### src/rtl/flag_accum_pkg.sv
// Shared definitions for the FP exception flag accumulator: flag bit layout
// and trap state encoding.
package flag_accum_pkg;

    localparam int WFLAG     = 5;
    localparam int DIVZERO   = 4;
    localparam int INVALID   = 3;
    localparam int INEXACT   = 2;
    localparam int OVERFLOW  = 1;
    localparam int UNDERFLOW = 0;

    localparam int CNT_SEL_W = 3;
    // Enough for a per-cycle count of up to 8 channels.
    localparam int INC_W     = 4;

    typedef enum logic [1:0] {
        TRAP_IDLE = 2'd0,
        TRAP_PEND = 2'd1,
        TRAP_ACKD = 2'd2
    } trap_state_t;

endpackage

### src/rtl/flag_accum_chan.sv
// Per-channel exception flag formation: turns raw FP result conditions into
// the architectural flag vector for one channel (all zero when not valid).
module flag_chan
    import flag_accum_pkg::*;
(
    input  logic             valid,
    input  logic             invalid,
    input  logic             divzero,
    input  logic             overflow,
    input  logic             inexact,
    input  logic             underflow,
    input  logic             tiny,
    input  logic             special,
    output logic [WFLAG-1:0] flags
);

    always_comb begin
        flags = '0;
        if (valid) begin
            flags[DIVZERO]   = divzero & ~special;
            flags[INVALID]   = invalid;
            flags[INEXACT]   = ~special & (inexact | underflow | overflow);
            flags[OVERFLOW]  = ~special & overflow;
            // Underflow is only reported for tiny results that did not overflow.
            flags[UNDERFLOW] = ~special & tiny & underflow & ~overflow;
        end
    end

endmodule

### src/rtl/flag_accum.sv
// FP exception flag accumulator: per-cycle flags, sticky flags and a trap FSM.
// Optional per-flag event counters are built when FLAG_ACCUM_COUNT_EN is defined.
module flag_accum
    import flag_accum_pkg::*;
#(
    parameter int NCH   = 4,
    parameter int CNT_W = 16
) (
    input  logic                 clk,
    input  logic                 reset,
    input  logic [NCH-1:0]       in_valid,
    input  logic [NCH-1:0]       in_invalid,
    input  logic [NCH-1:0]       in_divzero,
    input  logic [NCH-1:0]       in_overflow,
    input  logic [NCH-1:0]       in_inexact,
    input  logic [NCH-1:0]       in_underflow,
    input  logic [NCH-1:0]       in_tiny,
    input  logic [NCH-1:0]       in_special,
    input  logic                 clr,
    input  logic [WFLAG-1:0]     clr_mask,
    input  logic [WFLAG-1:0]     trap_en,
    input  logic                 irq_ack,
    output logic [WFLAG-1:0]     flags_now,
    output logic [WFLAG-1:0]     sticky,
    output logic                 irq,
    output logic [WFLAG-1:0]     irq_cause,
`ifdef FLAG_ACCUM_COUNT_EN
    input  logic [CNT_SEL_W-1:0] cnt_sel,
    output logic [CNT_W-1:0]     cnt_val,
`endif
    output logic [1:0]           state_dbg
);

    logic [WFLAG-1:0] chan_flags [NCH];

    for (genvar c = 0; c < NCH; c++) begin : g_chan
        flag_chan u_chan (
            .valid     (in_valid[c]),
            .invalid   (in_invalid[c]),
            .divzero   (in_divzero[c]),
            .overflow  (in_overflow[c]),
            .inexact   (in_inexact[c]),
            .underflow (in_underflow[c]),
            .tiny      (in_tiny[c]),
            .special   (in_special[c]),
            .flags     (chan_flags[c])
        );
    end

    logic [WFLAG-1:0] flags_now_d, flags_now_q;
    logic [WFLAG-1:0] sticky_d, sticky_q;
    logic [WFLAG-1:0] cause_d, cause_q;
    logic [WFLAG-1:0] hit;
    logic             irq_d, irq_q;
    trap_state_t      state_d, state_q;

    always_comb begin
        flags_now_d = '0;
        for (int c = 0; c < NCH; c++) begin
            flags_now_d = flags_now_d | chan_flags[c];
        end
        // Clear is applied before the OR, so a set always wins over a clear.
        sticky_d = (sticky_q & ~(clr ? clr_mask : '0)) | flags_now_q;
    end

    assign hit = flags_now_q & trap_en;

    // Trap FSM next-state; irq is registered from the next state so it is
    // always the decode of the current state.
    always_comb begin
        state_d = state_q;
        cause_d = cause_q;
        case (state_q)
            TRAP_IDLE: begin
                if (hit != '0) begin
                    state_d = TRAP_PEND;
                    cause_d = hit;
                end
            end
            TRAP_PEND: begin
                if (irq_ack) begin
                    state_d = TRAP_ACKD;
                    cause_d = hit;
                end else begin
                    cause_d = cause_q | hit;
                end
            end
            TRAP_ACKD: begin
                cause_d = cause_q | hit;
                state_d = (cause_d != '0) ? TRAP_PEND : TRAP_IDLE;
            end
            default: begin
                state_d = TRAP_IDLE;
                cause_d = '0;
            end
        endcase
        irq_d = (state_d == TRAP_PEND);
    end

    always_ff @(posedge clk) begin
        if (reset) begin
            flags_now_q <= '0;
            sticky_q    <= '0;
            cause_q     <= '0;
            irq_q       <= 1'b0;
            state_q     <= TRAP_IDLE;
        end else begin
            flags_now_q <= flags_now_d;
            sticky_q    <= sticky_d;
            cause_q     <= cause_d;
            irq_q       <= irq_d;
            state_q     <= state_d;
        end
    end

    assign flags_now = flags_now_q;
    assign sticky    = sticky_q;
    assign irq       = irq_q;
    assign irq_cause = cause_q;
    assign state_dbg = state_q;

`ifdef FLAG_ACCUM_COUNT_EN
    localparam logic [CNT_W+INC_W-1:0] CNT_MAX = {{INC_W{1'b0}}, {CNT_W{1'b1}}};

    logic [INC_W-1:0]       inc_d [WFLAG];
    logic [INC_W-1:0]       inc_q [WFLAG];
    logic [CNT_W-1:0]       cnt_d [WFLAG];
    logic [CNT_W-1:0]       cnt_q [WFLAG];
    logic [CNT_W-1:0]       cnt_base [WFLAG];
    logic [CNT_W+INC_W-1:0] cnt_sum [WFLAG];

    // Per-flag channel counts travel alongside flags_now, so a counter
    // advances in the same cycle as the sticky bit it shadows.
    always_comb begin
        for (int f = 0; f < WFLAG; f++) begin
            inc_d[f] = '0;
            for (int c = 0; c < NCH; c++) begin
                inc_d[f] = inc_d[f] + INC_W'(chan_flags[c][f]);
            end
            cnt_base[f] = (clr && clr_mask[f]) ? '0 : cnt_q[f];
            cnt_sum[f]  = {{INC_W{1'b0}}, cnt_base[f]} + {{CNT_W{1'b0}}, inc_q[f]};
            cnt_d[f]    = (cnt_sum[f] > CNT_MAX) ? {CNT_W{1'b1}} : cnt_sum[f][CNT_W-1:0];
        end
    end

    always_ff @(posedge clk) begin
        for (int f = 0; f < WFLAG; f++) begin
            if (reset) begin
                inc_q[f] <= '0;
                cnt_q[f] <= '0;
            end else begin
                inc_q[f] <= inc_d[f];
                cnt_q[f] <= cnt_d[f];
            end
        end
    end

    always_comb begin
        cnt_val = '0;
        for (int f = 0; f < WFLAG; f++) begin
            if (cnt_sel == CNT_SEL_W'(f)) begin
                cnt_val = cnt_q[f];
            end
        end
    end
`endif

endmodule

### config.mk
export PLATFORM = sky130hd
export DESIGN_NAME = flag_accum
export DESIGN_NICKNAME = d
export VERILOG_FILES = /design/src/rtl/flag_accum_pkg.sv /design/src/rtl/flag_accum_chan.sv /design/src/rtl/flag_accum.sv
export SDC_FILE = /design/constraint.sdc
export NUM_CORES = 1
export LEC_CHECK = 0
export ABC_AREA = 1
export CORE_ASPECT_RATIO = 0.8
export CORE_MARGIN = 2
export CORE_UTILIZATION = 33
export DETAILED_ROUTE_END_ITERATION = 12
export HOLD_SLACK_MARGIN = 0.1
export PLACE_DENSITY = 0.75
export SLEW_MARGIN = 30
export SYNTH_ARGS = -nofsm -noshare
export SYNTH_HDL_FRONTEND = slang
export SYNTH_HIERARCHICAL = 1
export SYNTH_SLANG_ARGS = --single-unit
### constraint.sdc
create_clock -name clk -period 0.95 [get_ports clk]
set_input_delay 0.095 -clock clk [delete_from_list [all_inputs] [get_ports clk]]
set_output_delay 0.095 -clock clk [all_outputs]
set_load 0.005 [all_outputs]
==> results summary <==
The number of flops mapped to enable cells by yosys is 0. The checks that failed: negative setup slack. In the global route stage, overall resource usage came out at 0.209. The worst path in the final design needs a cycle of 1.12 ns, including I/O delays and setup. Setup repair after global routing could not meet its margin everywhere.

The synthesis-to-finish area growth came out at 87.2%. The cell type with the highest aggregate area in the netlist is sky130_fd_sc_hd__dfxtp_1. The die outline width came out at 67.2 microns. The final layout contains routed wiring with a total length of 3700 microns. The internal power is 1.52 mW. TritonCTS built the clock tree. The worst reg-to-reg setup slack is -0.17 ns. For this run, the post-layout net count is 298. The worst hold slack after final layout is 0.309 ns. The switching part of the total is 0.296. Dividing total power by cell area gives a power density of 1090 mW/mm^2. The maximum fanout encountered on the critical timing path came out at 4. The number of levels the H-tree was split into is 1. In the final layout, the share of cells above drive strength 1 is 0.295. IR analysis of the VDD net gives a maximum drop of 0.688 mV. STA classifies the critical path endpoint as a flip-flop. The maximum buffer depth of the clock tree is 2. The mapped cell area is 0.00105 sq mm. The net count after synthesis came out at 219. The largest net degree at the start of global routing is 11.

The primary flip-flop cell chosen by synthesis mapping is sky130_fd_sc_hd__dfxtp_1. The final count of negative-setup-slack endpoints came out at 8. The placer's final routability congestion estimate came out at 0.931. The combinational cell fraction of total power came out at 0.339. The cell with the biggest individual delay on the critical path is sky130_fd_sc_hd__dfxtp_2.

STA classifies the critical path startpoint as a flip-flop. The proportion of power drawn by the clock network is 0.255. The number of sinks handled by clock tree synthesis came out at 18. The end point of the most critical hold path is state_dbg[1]$_SDFF_PP0_. The finished layout cell area is 0.00197 sq mm.

The global-route wire length before repair is 5600 microns. The hold path depth came out at 4. The number of remaining DRC errors came out at 0. The cell occurring most often along the worst timing path is sky130_fd_sc_hd__nand2_1. The maximum clock frequency came out at 892 MHz. The first detailed-routing pass ran for 4 iterations. Dividing the detail-routed wire length by the instance count gives 12.7 microns. The capturing point of the worst reg2reg path is irq$_SDFF_PP0_. Sorting the synthesized cells by how often they occur yields 40 x sky130_fd_sc_hd__nand2_1, 34 x sky130_fd_sc_hd__nor2_1, 25 x sky130_fd_sc_hd__inv_1. The count of endpoints failing hold in the final timing report came out at 0. The worst register-to-register path begins at flags_now[0]$_SDFF_PP0_. The detailed-route wire length on metal 1 came out at 1570 microns. The run finished, with violations left. The worst-case clock skew came out at 0.00103 ns. The number of storage elements in the synthesis netlist is 18. The number of antenna violations at the first check in global routing is 0. The diode insertion count for antenna repair is 0.

Dividing the detail-routed via count by the number of cells gives 4.70. The number of port buffers came out at 63. Synthesis handed over a netlist of 173 instances. The mean instance size in the synthesized netlist came out at 6.09 sq um. The number of pins exceeding their max-slew limit in the final report came to 0. Data on the critical path is required at its endpoint by 1.11 ns. Summed over all layers, the global routing overflow is 0. The top-area cell type share of the netlist area is 0.342.

The HPWL reported at the end of detailed placement came out at 2770 microns. The highest cell delay on the worst timing path came out at 0.34 ns. The clock transition at the registers of the reported paths is 0.07 ns. The number of fill cells in the layout came out at 276. The TritonCTS buffer count is 3. The via count of the first global-routing pass is 1200. After floorplanning, the core was divided into 18 placement rows.

In this run the worst hold path is classified as input port to flip-flop. By area the synthesized netlist is led by sky130_fd_sc_hd__dfxtp_1 34%, sky130_fd_sc_hd__nand2_1 14%, sky130_fd_sc_hd__nor2_1 12%, sky130_fd_sc_hd__inv_1 8.9%, sky130_fd_sc_hd__a21oi_1 4.8%. The count of yosys warnings during synthesis is 6. After layout, the worst setup slack is -0.172 ns. Data on the critical path arrives at its endpoint at 1.28 ns. The worst-case reg-to-reg path depth came out at 8. The sequential cell fraction of total power came out at 0.406. By instance count, the leading cell after synthesis is sky130_fd_sc_hd__nand2_1. Counting distinct cell types in the post-synthesis netlist gives 17. The starting DRC count in detailed routing is 67. For this design the total switching power over the nets is 0.639 mW. The die extent in y is 54.5 microns. The post-detailed-placement cell area is 0.00180 sq mm. Wire segments on met2 add up to 1800 microns in the final route. The async set or reset register ratio after synthesis came out at 0. The detail route stage leaves a number of antenna-violating nets equal to 0. The routed wire length on met3 is 248 microns.

The highest metal layer with signal wires is met4. The total number of vias is 1368. The number of primary I/O pins came out at 64. Traced cell by cell, the critical path runs through nand2_2 > nand2_1 > nor2_1 > nand2_1 > nand2_1 > nand3_2 > nand2_2 > inv_1. The measured slew at the worst slew-check pin is 0.257 ns. The remaining max-slew budget at the tightest pin is 0.827. The startpoint identified for the worst hold timing path is irq_ack.

The starting density of the core is 0.344. The later pin in the worst-skew pair is clocked with a latency of 0.25 ns. The post-placement setup slack is -0.333 ns. In this run the clock root is driven by a sky130_fd_sc_hd__clkbuf_8. The portion of the clock cycle consumed by the worst path in the final layout is 1.18.

The die area came out at 0.00366 sq mm. The worst setup path is of the flip-flop to flip-flop kind. The standby leakage power is 0.983 nW. The total area inside the core boundary comes to 0.00306 sq mm. For this run, the register share of the synthesized area comes to 0.342. The count of maximum capacitance violations is 0.
[flip-flops by register name (all words and copies together) (netlist names)]
register   flops
irq_cause      5
state_dbg      2
sticky         5
flags_now      5
irq            1
[layout by cell type (no fill, tap or decap), types with 4 or more instances in the layout]
cell type                         synthesis  routed
sky130_fd_sc_hd__nand3_1                  5       4
sky130_fd_sc_hd__dlymetal6s2s_1           0       4
sky130_fd_sc_hd__nand2_1                 40      31
sky130_fd_sc_hd__nand2_2                  4      11
sky130_fd_sc_hd__inv_1                   25      20
sky130_fd_sc_hd__clkdlybuf4s15_1          0      10
sky130_fd_sc_hd__o21ai_0                  5       5
sky130_fd_sc_hd__dfxtp_2                  0      11
sky130_fd_sc_hd__nor2_1                  34      31
sky130_fd_sc_hd__nor2_2                   7       7
sky130_fd_sc_hd__a21oi_2                  4       4
sky130_fd_sc_hd__a21oi_1                 10      10
sky130_fd_sc_hd__nand4_1                  5       5
sky130_fd_sc_hd__inv_2                    6      10
sky130_fd_sc_hd__clkdlybuf4s50_1          0      37
sky130_fd_sc_hd__dlygate4sd2_1            0      10
sky130_fd_sc_hd__buf_4                    0      11
sky130_fd_sc_hd__dfxtp_1                 18       5
[how the worst max path moves through the flow]
stage	startpoint	endpoint	slack [ns]
floorplan	state_dbg[0]$_SDFF_PP0_	state_dbg[0]$_SDFF_PP0_	0.006
global placement	irq_ack	irq$_SDFF_PP0_	-0.30
detailed placement	irq_ack	irq$_SDFF_PP0_	-0.33
CTS	state_dbg[1]$_SDFF_PP0_	state_dbg[0]$_SDFF_PP0_	-0.13
global route	flags_now[0]$_SDFF_PP0_	irq$_SDFF_PP0_	-0.28
finish	flags_now[0]$_SDFF_PP0_	irq$_SDFF_PP0_	-0.17
[per-stage QoR]
| step | total power, mW | util | instances | setup TNS [ns] |
|---|---|---|---|---|
| 4_1_cts | 2.11 | 0.612 | 289 | -0.664 |
| 3_5_place_dp | 1.57 | 0.587 | 281 | -4.22 |
| 5_1_grt | 2.29 | 0.644 | 291 | -1.51 |
| 2_1_floorplan | 1.16 | - | 173 | 0 |
| 3_3_place_gp | 1.56 | 0.587 | 281 | -3.92 |
| 6_report | 2.15 | 0.644 | 291 | -0.887 |
[power by group through the flow]
stage | logic, mW | clock network, mW | registers, mW
after global routing | 0.802 | 0.603 | 0.880
after floorplan | 0.274 | 0 | 0.886
after global placement | 0.679 | 0 | 0.885
final | 0.731 | 0.550 | 0.874
after detailed placement | 0.688 | 0 | 0.886
after CTS | 0.675 | 0.563 | 0.868
[logic make-up after synthesis]
kind of cell	after synthesis	share of synthesized area
DFF	18	0.342
and+or+nand+nor	102	0.428
buffers and inverters	33	0.119
AOI/OAI and AO/OA	20	0.112
[worst max-delay path, delay by kind of cell (launching register included)]
| family | cells | cell delay, ns |
|---|---|---|
| buf+inv | 1 | 0.03 |
| simple gates | 7 | 0.66 |
| flops | 1 | 0.34 |
[what timing repair did]
item                                    4_1_cts  5_1_grt
hold buffers                                  0        0
gates cloned                                  0        0
buffers inserted                              4        2
endpoints found under the setup margin       29       25
resized for setup                            45       34
pin swaps                                     8       13
[cell type report]
type                       instances  area [sq um]  share of cell area
clock buffer                       4          45.0              0.0228
multi-input combinational        122           647               0.328
sequential                        18           382               0.194
timing repair buffer              76           729               0.370
tap                               40          50.0              0.0254
inverter                          31           119              0.0603
[metal layers]
metal	up-vias	GRT usage
met5	-	0
met4	0	0.0782
met3	8	0.0350
met2	55	0.353
met1	612	0.272
li1	693	-
No activity file was read; power rests on OpenSTA's default activity.
